### src/rtl/axi_lite_pkg.sv
// Shared AXI4-Lite types and default sizes for the master, the slave memory and the bench.
package axi_lite_pkg;

  localparam int AXI_ADDR_W    = 32;
  localparam int AXI_DATA_W    = 32;
  localparam int AXI_MEM_DEPTH = 32;
  localparam int AXI_STRB_W    = AXI_DATA_W / 8;

  typedef enum logic [1:0] {
    OKAY   = 2'b00,
    SLVERR = 2'b10
  } resp_t;

  typedef enum logic {
    W_IDLE = 1'b0,
    W_RESP = 1'b1
  } wr_state_t;

  typedef enum logic {
    R_IDLE = 1'b0,
    R_DATA = 1'b1
  } rd_state_t;

endpackage

### src/rtl/axi_lite_regfile.sv
// Word storage split into byte lanes: byte-strobed sync write, registered read, async clear.
module axi_lite_regfile #(
  parameter  int DEPTH     = 32,
  parameter  int NUM_LANES = 4,
  localparam int IDX_W     = $clog2(DEPTH)
) (
  input  logic                   clk,
  input  logic                   rst_n,
  input  logic                   we,
  input  logic [IDX_W-1:0]       wr_idx,
  input  logic [NUM_LANES-1:0]   wr_strb,
  input  logic [NUM_LANES*8-1:0] wr_data,
  input  logic                   rd_en,
  input  logic                   rd_zero,
  input  logic [IDX_W-1:0]       rd_idx,
  output logic [NUM_LANES*8-1:0] rd_data
);

  for (genvar b = 0; b < NUM_LANES; b++) begin : g_lane
    logic [DEPTH-1:0][7:0] mem_q, mem_d;
    logic [7:0]            rd_q, rd_d;

    // Read samples mem_q, so a write committing on the same edge is not seen.
    always_comb begin
      mem_d = mem_q;
      rd_d  = rd_q;
      if (we && wr_strb[b]) mem_d[wr_idx] = wr_data[8*b +: 8];
      if (rd_en)            rd_d = rd_zero ? 8'h00 : mem_q[rd_idx];
    end

    always_ff @(posedge clk or negedge rst_n) begin
      if (!rst_n) begin
        mem_q <= '0;
        rd_q  <= '0;
      end else begin
        mem_q <= mem_d;
        rd_q  <= rd_d;
      end
    end

    assign rd_data[8*b +: 8] = rd_q;
  end

endmodule

### src/rtl/axi_lite_slave_mem.sv
// AXI4-Lite slave backed by a word-addressed register memory; independent write/read FSMs.
// Define AXI_SLV_ADDR_DECODE_EN to reject out-of-range addresses with SLVERR instead of wrapping.
module axi_lite_slave_mem
  import axi_lite_pkg::*;
#(
  parameter int ADDR_WIDTH = AXI_ADDR_W,
  parameter int DATA_WIDTH = AXI_DATA_W,
  parameter int MEM_DEPTH  = AXI_MEM_DEPTH
) (
  input  logic                  aclk,
  input  logic                  areset_n,
  input  logic [ADDR_WIDTH-1:0] awaddr,
  input  logic                  awvalid,
  output logic                  awready,
  input  logic [DATA_WIDTH-1:0] wdata,
  input  logic [3:0]            wstrb,
  input  logic                  wvalid,
  output logic                  wready,
  output logic [1:0]            bresp,
  output logic                  bvalid,
  input  logic                  bready,
  input  logic [ADDR_WIDTH-1:0] araddr,
  input  logic                  arvalid,
  output logic                  arready,
  output logic [DATA_WIDTH-1:0] rdata,
  output logic [1:0]            rresp,
  output logic                  rvalid,
  input  logic                  rready
);

  localparam int IDX_W = $clog2(MEM_DEPTH);

  wr_state_t             wr_state_q, wr_state_d;
  logic                  aw_got_q, aw_got_d, w_got_q, w_got_d;
  logic [ADDR_WIDTH-1:0] awaddr_q, awaddr_d;
  logic [DATA_WIDTH-1:0] wdata_q, wdata_d;
  logic [3:0]            wstrb_q, wstrb_d;
  logic                  awready_q, awready_d, wready_q, wready_d, bvalid_q, bvalid_d;
  resp_t                 bresp_q, bresp_d;

  rd_state_t             rd_state_q, rd_state_d;
  logic                  arready_q, arready_d, rvalid_q, rvalid_d;
  resp_t                 rresp_q, rresp_d;

  logic [ADDR_WIDTH-1:0] wr_addr;
  logic [DATA_WIDTH-1:0] wr_data;
  logic [3:0]            wr_strb;
  logic                  wr_oor, rd_oor, mem_we, rd_en;

  // A channel arriving in the commit cycle is used straight from the bus.
  assign wr_addr = aw_got_q ? awaddr_q : awaddr;
  assign wr_data = w_got_q  ? wdata_q  : wdata;
  assign wr_strb = w_got_q  ? wstrb_q  : wstrb;

`ifdef AXI_SLV_ADDR_DECODE_EN
  assign wr_oor = |wr_addr[ADDR_WIDTH-1:IDX_W+2];
  assign rd_oor = |araddr[ADDR_WIDTH-1:IDX_W+2];
`else
  assign wr_oor = 1'b0;
  assign rd_oor = 1'b0;
`endif

  always_comb begin
    wr_state_d = wr_state_q;
    aw_got_d   = aw_got_q;
    w_got_d    = w_got_q;
    awaddr_d   = awaddr_q;
    wdata_d    = wdata_q;
    wstrb_d    = wstrb_q;
    awready_d  = awready_q;
    wready_d   = wready_q;
    bvalid_d   = bvalid_q;
    bresp_d    = bresp_q;
    mem_we     = 1'b0;
    case (wr_state_q)
      W_IDLE: begin
        if (awready_q && awvalid) begin
          aw_got_d = 1'b1;
          awaddr_d = awaddr;
        end
        if (wready_q && wvalid) begin
          w_got_d = 1'b1;
          wdata_d = wdata;
          wstrb_d = wstrb;
        end
        awready_d = !aw_got_d;
        wready_d  = !w_got_d;
        if (aw_got_d && w_got_d) begin
          wr_state_d = W_RESP;
          aw_got_d   = 1'b0;
          w_got_d    = 1'b0;
          awready_d  = 1'b0;
          wready_d   = 1'b0;
          bvalid_d   = 1'b1;
          mem_we     = !wr_oor;
          if (wr_oor) bresp_d = SLVERR;
          else        bresp_d = OKAY;
        end
      end
      W_RESP: begin
        if (bready) begin
          wr_state_d = W_IDLE;
          bvalid_d   = 1'b0;
          awready_d  = 1'b1;
          wready_d   = 1'b1;
        end
      end
      default: wr_state_d = W_IDLE;
    endcase
  end

  always_comb begin
    rd_state_d = rd_state_q;
    arready_d  = arready_q;
    rvalid_d   = rvalid_q;
    rresp_d    = rresp_q;
    rd_en      = 1'b0;
    case (rd_state_q)
      R_IDLE: begin
        arready_d = 1'b1;
        if (arready_q && arvalid) begin
          rd_state_d = R_DATA;
          rd_en      = 1'b1;
          arready_d  = 1'b0;
          rvalid_d   = 1'b1;
          if (rd_oor) rresp_d = SLVERR;
          else        rresp_d = OKAY;
        end
      end
      R_DATA: begin
        if (rready) begin
          rd_state_d = R_IDLE;
          rvalid_d   = 1'b0;
          arready_d  = 1'b1;
        end
      end
      default: rd_state_d = R_IDLE;
    endcase
  end

  always_ff @(posedge aclk or negedge areset_n) begin
    if (!areset_n) begin
      wr_state_q <= W_IDLE;
      aw_got_q   <= 1'b0;
      w_got_q    <= 1'b0;
      awaddr_q   <= '0;
      wdata_q    <= '0;
      wstrb_q    <= '0;
      awready_q  <= 1'b0;
      wready_q   <= 1'b0;
      bvalid_q   <= 1'b0;
      bresp_q    <= OKAY;
      rd_state_q <= R_IDLE;
      arready_q  <= 1'b0;
      rvalid_q   <= 1'b0;
      rresp_q    <= OKAY;
    end else begin
      wr_state_q <= wr_state_d;
      aw_got_q   <= aw_got_d;
      w_got_q    <= w_got_d;
      awaddr_q   <= awaddr_d;
      wdata_q    <= wdata_d;
      wstrb_q    <= wstrb_d;
      awready_q  <= awready_d;
      wready_q   <= wready_d;
      bvalid_q   <= bvalid_d;
      bresp_q    <= bresp_d;
      rd_state_q <= rd_state_d;
      arready_q  <= arready_d;
      rvalid_q   <= rvalid_d;
      rresp_q    <= rresp_d;
    end
  end

  axi_lite_regfile #(.DEPTH(MEM_DEPTH), .NUM_LANES(DATA_WIDTH/8)) u_regfile (
    .clk     (aclk),
    .rst_n   (areset_n),
    .we      (mem_we),
    .wr_idx  (wr_addr[IDX_W+1:2]),
    .wr_strb (wr_strb),
    .wr_data (wr_data),
    .rd_en   (rd_en),
    .rd_zero (rd_oor),
    .rd_idx  (araddr[IDX_W+1:2]),
    .rd_data (rdata)
  );

  assign awready = awready_q;
  assign wready  = wready_q;
  assign bvalid  = bvalid_q;
  assign bresp   = bresp_q;
  assign arready = arready_q;
  assign rvalid  = rvalid_q;
  assign rresp   = rresp_q;

endmodule

### config.mk
export PLATFORM = sky130hd
export DESIGN_NAME = axi_lite_slave_mem
export DESIGN_NICKNAME = d
export VERILOG_FILES = /design/src/rtl/axi_lite_pkg.sv /design/src/rtl/axi_lite_regfile.sv /design/src/rtl/axi_lite_slave_mem.sv
export SDC_FILE = /design/constraint.sdc
export NUM_CORES = 2
export LEC_CHECK = 0
export BUFFER_PORTS_ARGS = -buffer_cell sky130_fd_sc_hd__buf_2
export CAP_MARGIN = 20
export CORE_MARGIN = 2
export CORE_UTILIZATION = 57
export DETAILED_ROUTE_END_ITERATION = 16
export HOLD_SLACK_MARGIN = 0.06
export PLACE_DENSITY = 0.73
export SYNTH_ARGS = -nofsm -noshare
export SYNTH_HDL_FRONTEND = slang
export SYNTH_SLANG_ARGS = --single-unit
### constraint.sdc
create_clock -name aclk -period 2.2 [get_ports aclk]
set_input_delay 0.33 -clock aclk [delete_from_list [all_inputs] [get_ports aclk]]
set_output_delay 0.33 -clock aclk [all_outputs]
set_load 0.1 [all_outputs]
==> impl_metrics.csv <==
group,metric,value,unit
final_layout,finalNonFillerCells,5307,
detailed_routing,wl_per_cell,26.16,um
logic_synthesis,syn_area,0.05111,mm2
clocking,cts_sinks,1106,
die,start_util,57.66,%
clocking,clk_pin_slew,0.06,ns
detailed_routing,route.detailed.drc,0,
final_layout,seq_area,0.02769,mm2
die,rows,109,
place,portBuffers,89,
logic_synthesis,yosysWarningCount,0,
detailed_routing,drt_iter0_drc,2476,
worst_hold_path,whs_path_depth,2,
global_routing,antenna_found_initial,3,
run_status,violations,"setup timing",
clocking,cts_buffers,114,
sta,hold_viol_final,0,
final_layout,fin_nets,4153,
die,die-area,0.09208,mm2
final_layout,multi_input_area,0.02376,mm2
sta,min_period,2.269,ns
clocking,clock_path_buffers,3,
worst_hold_path,hp-class,"input pin to flip-flop",
die,core_area,0.08865,mm2
final_layout,final_common_cell,"dfrtp_1",
global_routing,overflow,0,
logic_synthesis,yosysSeqAreaShare,54.15,%
pwr,peakVddDrop,697.1,uV
critical_path,end_kind,"flip-flop",
global_routing,first_global_vias,35480,
sta,tns,-9.238,ns
detailed_routing,ant_nets,0,
logic_synthesis,syn_area_per_cell,14.03,um2
sta,rsz0062_at_grt,"true",
detailed_routing,dr.pass1.iters,7,
clocking,ctsHtreeMaxLevel,3,
global_routing,track_usage,30.23,%
global_routing,grt_max_degree,90,
sta,timing.final.crit_share,103.1,%
logic_synthesis,ys_async_sr_fraction,100.0,%
sta,hold_ws,0.1542,ns
pwr,powerDensity,1245,mW/mm2
flow_run,maxCapViolCount,0,
final_layout,syn_to_final_growth,23.45,%
logic_synthesis,synth-seq-cells,1106,
die,ioPinCount,148,
sta,slew_headroom,47.78,%
clocking,cts_tree,"built",
die,die_w,303.5,um
detailed_routing,routed_wl,138800,um
place,hpwl,90690,um
logic_synthesis,syn_inst,3643,
logic_synthesis,netlist-cell-type-count,52,
place,place_congestion,0.9375,
sta,skew,0.01776,ns
critical_path,arrival,2.82,ns
final_layout,drive_gt1_share,46.98,%
critical_path,r2r_cells,8,
pwr,p_leak,29.97,nW
critical_path,crit_type,"flip-flop to flip-flop",
sta,setup_ws,-0.06906,ns
run_status,status,"complete, but fails checks",
clocking,clkLatencyLatePin,0.68,ns
logic_synthesis,synth_ff_type,"dfrtp_1",
detailed_routing,vias_per_cell,6.236,
place,dp_cells,5043,
sta,tightest_slew,0.7832,ns
sta,finalSetupViolCount,407,
detailed_routing,vias,33090,
critical_path,critPathMaxFanout,8,
sta,drv_slew,0,
logic_synthesis,synth_edf_count,0,
critical_path,required,2.75,ns
die,die_h,303.5,um
final_layout,mostFrequentLayoutCells,"1102 x dfrtp_1, 870 x mux2_2, 512 x mux2i_1",
clocking,cts_root_buf,"clkbuf_16",
final_layout,fillers,5735,
critical_path,start_kind,"flip-flop",
sta,max_freq,0.4407,GHz
final_layout,diodes,0,
global_routing,grt_pass1_wl,212700,um
## cell families (layout without fill, tap and decap cells)
family          Yosys count  after routing  synth area share, %
simple gates            240            240                3.141
flops                  1106           1106                54.15
compound gates          416            416                6.213
other cells               1              4             0.007337
buf+inv                 270            766                2.220
mux                    1610           1610                34.27
## worst paths after layout
check                                                   startpoint                                          to  slack (ns)
max reg2reg                                   aw_got_q$_DFFE_PN0N_   u_regfile.g_lane[1].mem_q[31]$_DFFE_PN0P_       -0.07
min in group asynchronous                                 areset_n  u_regfile.g_lane[1].mem_q[238]$_DFFE_PN0P_        0.23
max in group asynchronous                                 areset_n  u_regfile.g_lane[1].mem_q[116]$_DFFE_PN0P_        0.98
min reg2reg                u_regfile.g_lane[3].rd_q[2]$_DFFE_PN0P_     u_regfile.g_lane[3].rd_q[2]$_DFFE_PN0P_        0.49
max                                           aw_got_q$_DFFE_PN0N_   u_regfile.g_lane[1].mem_q[31]$_DFFE_PN0P_       -0.07
min                                                      awaddr[3]                     awaddr_q[3]$_DFFE_PN0P_        0.15
## per-layer routing
| metal | vias up | global-route usage [%] | wire length [um] |
|---|---|---|---|
| li1 | 14300 | - | - |
| met1 | 17600 | 41.31 | 59960 |
| met2 | 949 | 49.75 | 67620 |
| met3 | 242 | 4.119 | 6707 |
| met4 | 4 | 10.94 | 4506 |
| met5 | - | 0 | 25 |
## area by class of cell
| cell class | instances | share of cell area, % |
|---|---|---|
| Sequential cell | 1106 | 43.88 |
| Multi-Input combinational cell | 2270 | 37.65 |
| Timing Repair Buffer | 551 | 9.924 |
| Clock buffer | 165 | 5.338 |
| Tap cell | 1165 | 2.310 |
| Clock inverter | 47 | 0.8804 |
| Inverter | 3 | 0.01785 |
## sequential cells by signal (all words and copies together) (netlist names)
signal                  flops
w_got_q                     1
wr_state_q                  1
u_regfile.g_lane.rd_q      32
rvalid                      1
aw_got_q                    1
wstrb_q                     4
bvalid                      1
arready                     1
u_regfile.g_lane.mem_q   1024
awaddr_q                    5
wready                      1
awready                     1
wdata_q                    32
rd_state_q                  1
## report_power, final
group	internal, mW	leakage [nW]	switching, mW	total (mW)
Combinational	11.7	13.7	13.5	25.1
Clock	12.0	1.96	8.06	20.0
Sequential	28.6	14.4	4.79	33.4
## critical path, cell delays in order, from the launching register on
cell	delay [ns]
dfrtp_2	0.47
or3_1	0.47
o22a_1	0.26
nor3_4	0.15
buf_4	0.17
buf_4	0.11
nand2_1	0.08
buf_12	0.16
mux2_2	0.27
## synthesized netlist by cell type (12+ instances only)
master | n | area share (%)
a22oi_1 | 128 | 1.9
o41ai_1 | 32 | 0.55
mux2i_1 | 513 | 10
o22ai_1 | 34 | 0.42
mux2_1 | 12 | 0.26
dfrtp_1 | 1106 | 54
buf_2 | 67 | 0.66
a21oi_1 | 70 | 0.69
nand2_1 | 86 | 0.63
a22o_1 | 65 | 1.1
clkbuf_1 | 180 | 1.3
nand3_1 | 25 | 0.24
a221oi_1 | 64 | 1.1
nor2_2 | 32 | 0.39
nor2_4 | 24 | 0.53
mux2_2 | 1077 | 24
## what timing repair did
action,in CTS,in global routing
pin swaps,31,23
gates resized for setup,87,83
hold buffers,43,0
setup endpoints to repair,923,1021
buffers inserted,6,3
endpoints found under the hold margin,277,0
## through the flow
stage / area [um2] / total power, mW / setup WS [ns] / util, %
6_report: 63100 / 78.57 / -0.06906 / 71.18
5_1_grt: 63100 / 82.10 / -0.1131 / 71.18
4_1_cts: 62750 / 78.25 / -0.05649 / 70.78
3_5_place_dp: 57880 / 57.39 / -0.3870 / 65.29
3_3_place_gp: 57880 / 55.38 / -0.3211 / 65.29
2_1_floorplan: 51880 / 49.65 / -0.1158 / -
Power figures use the tool's default switching activity.
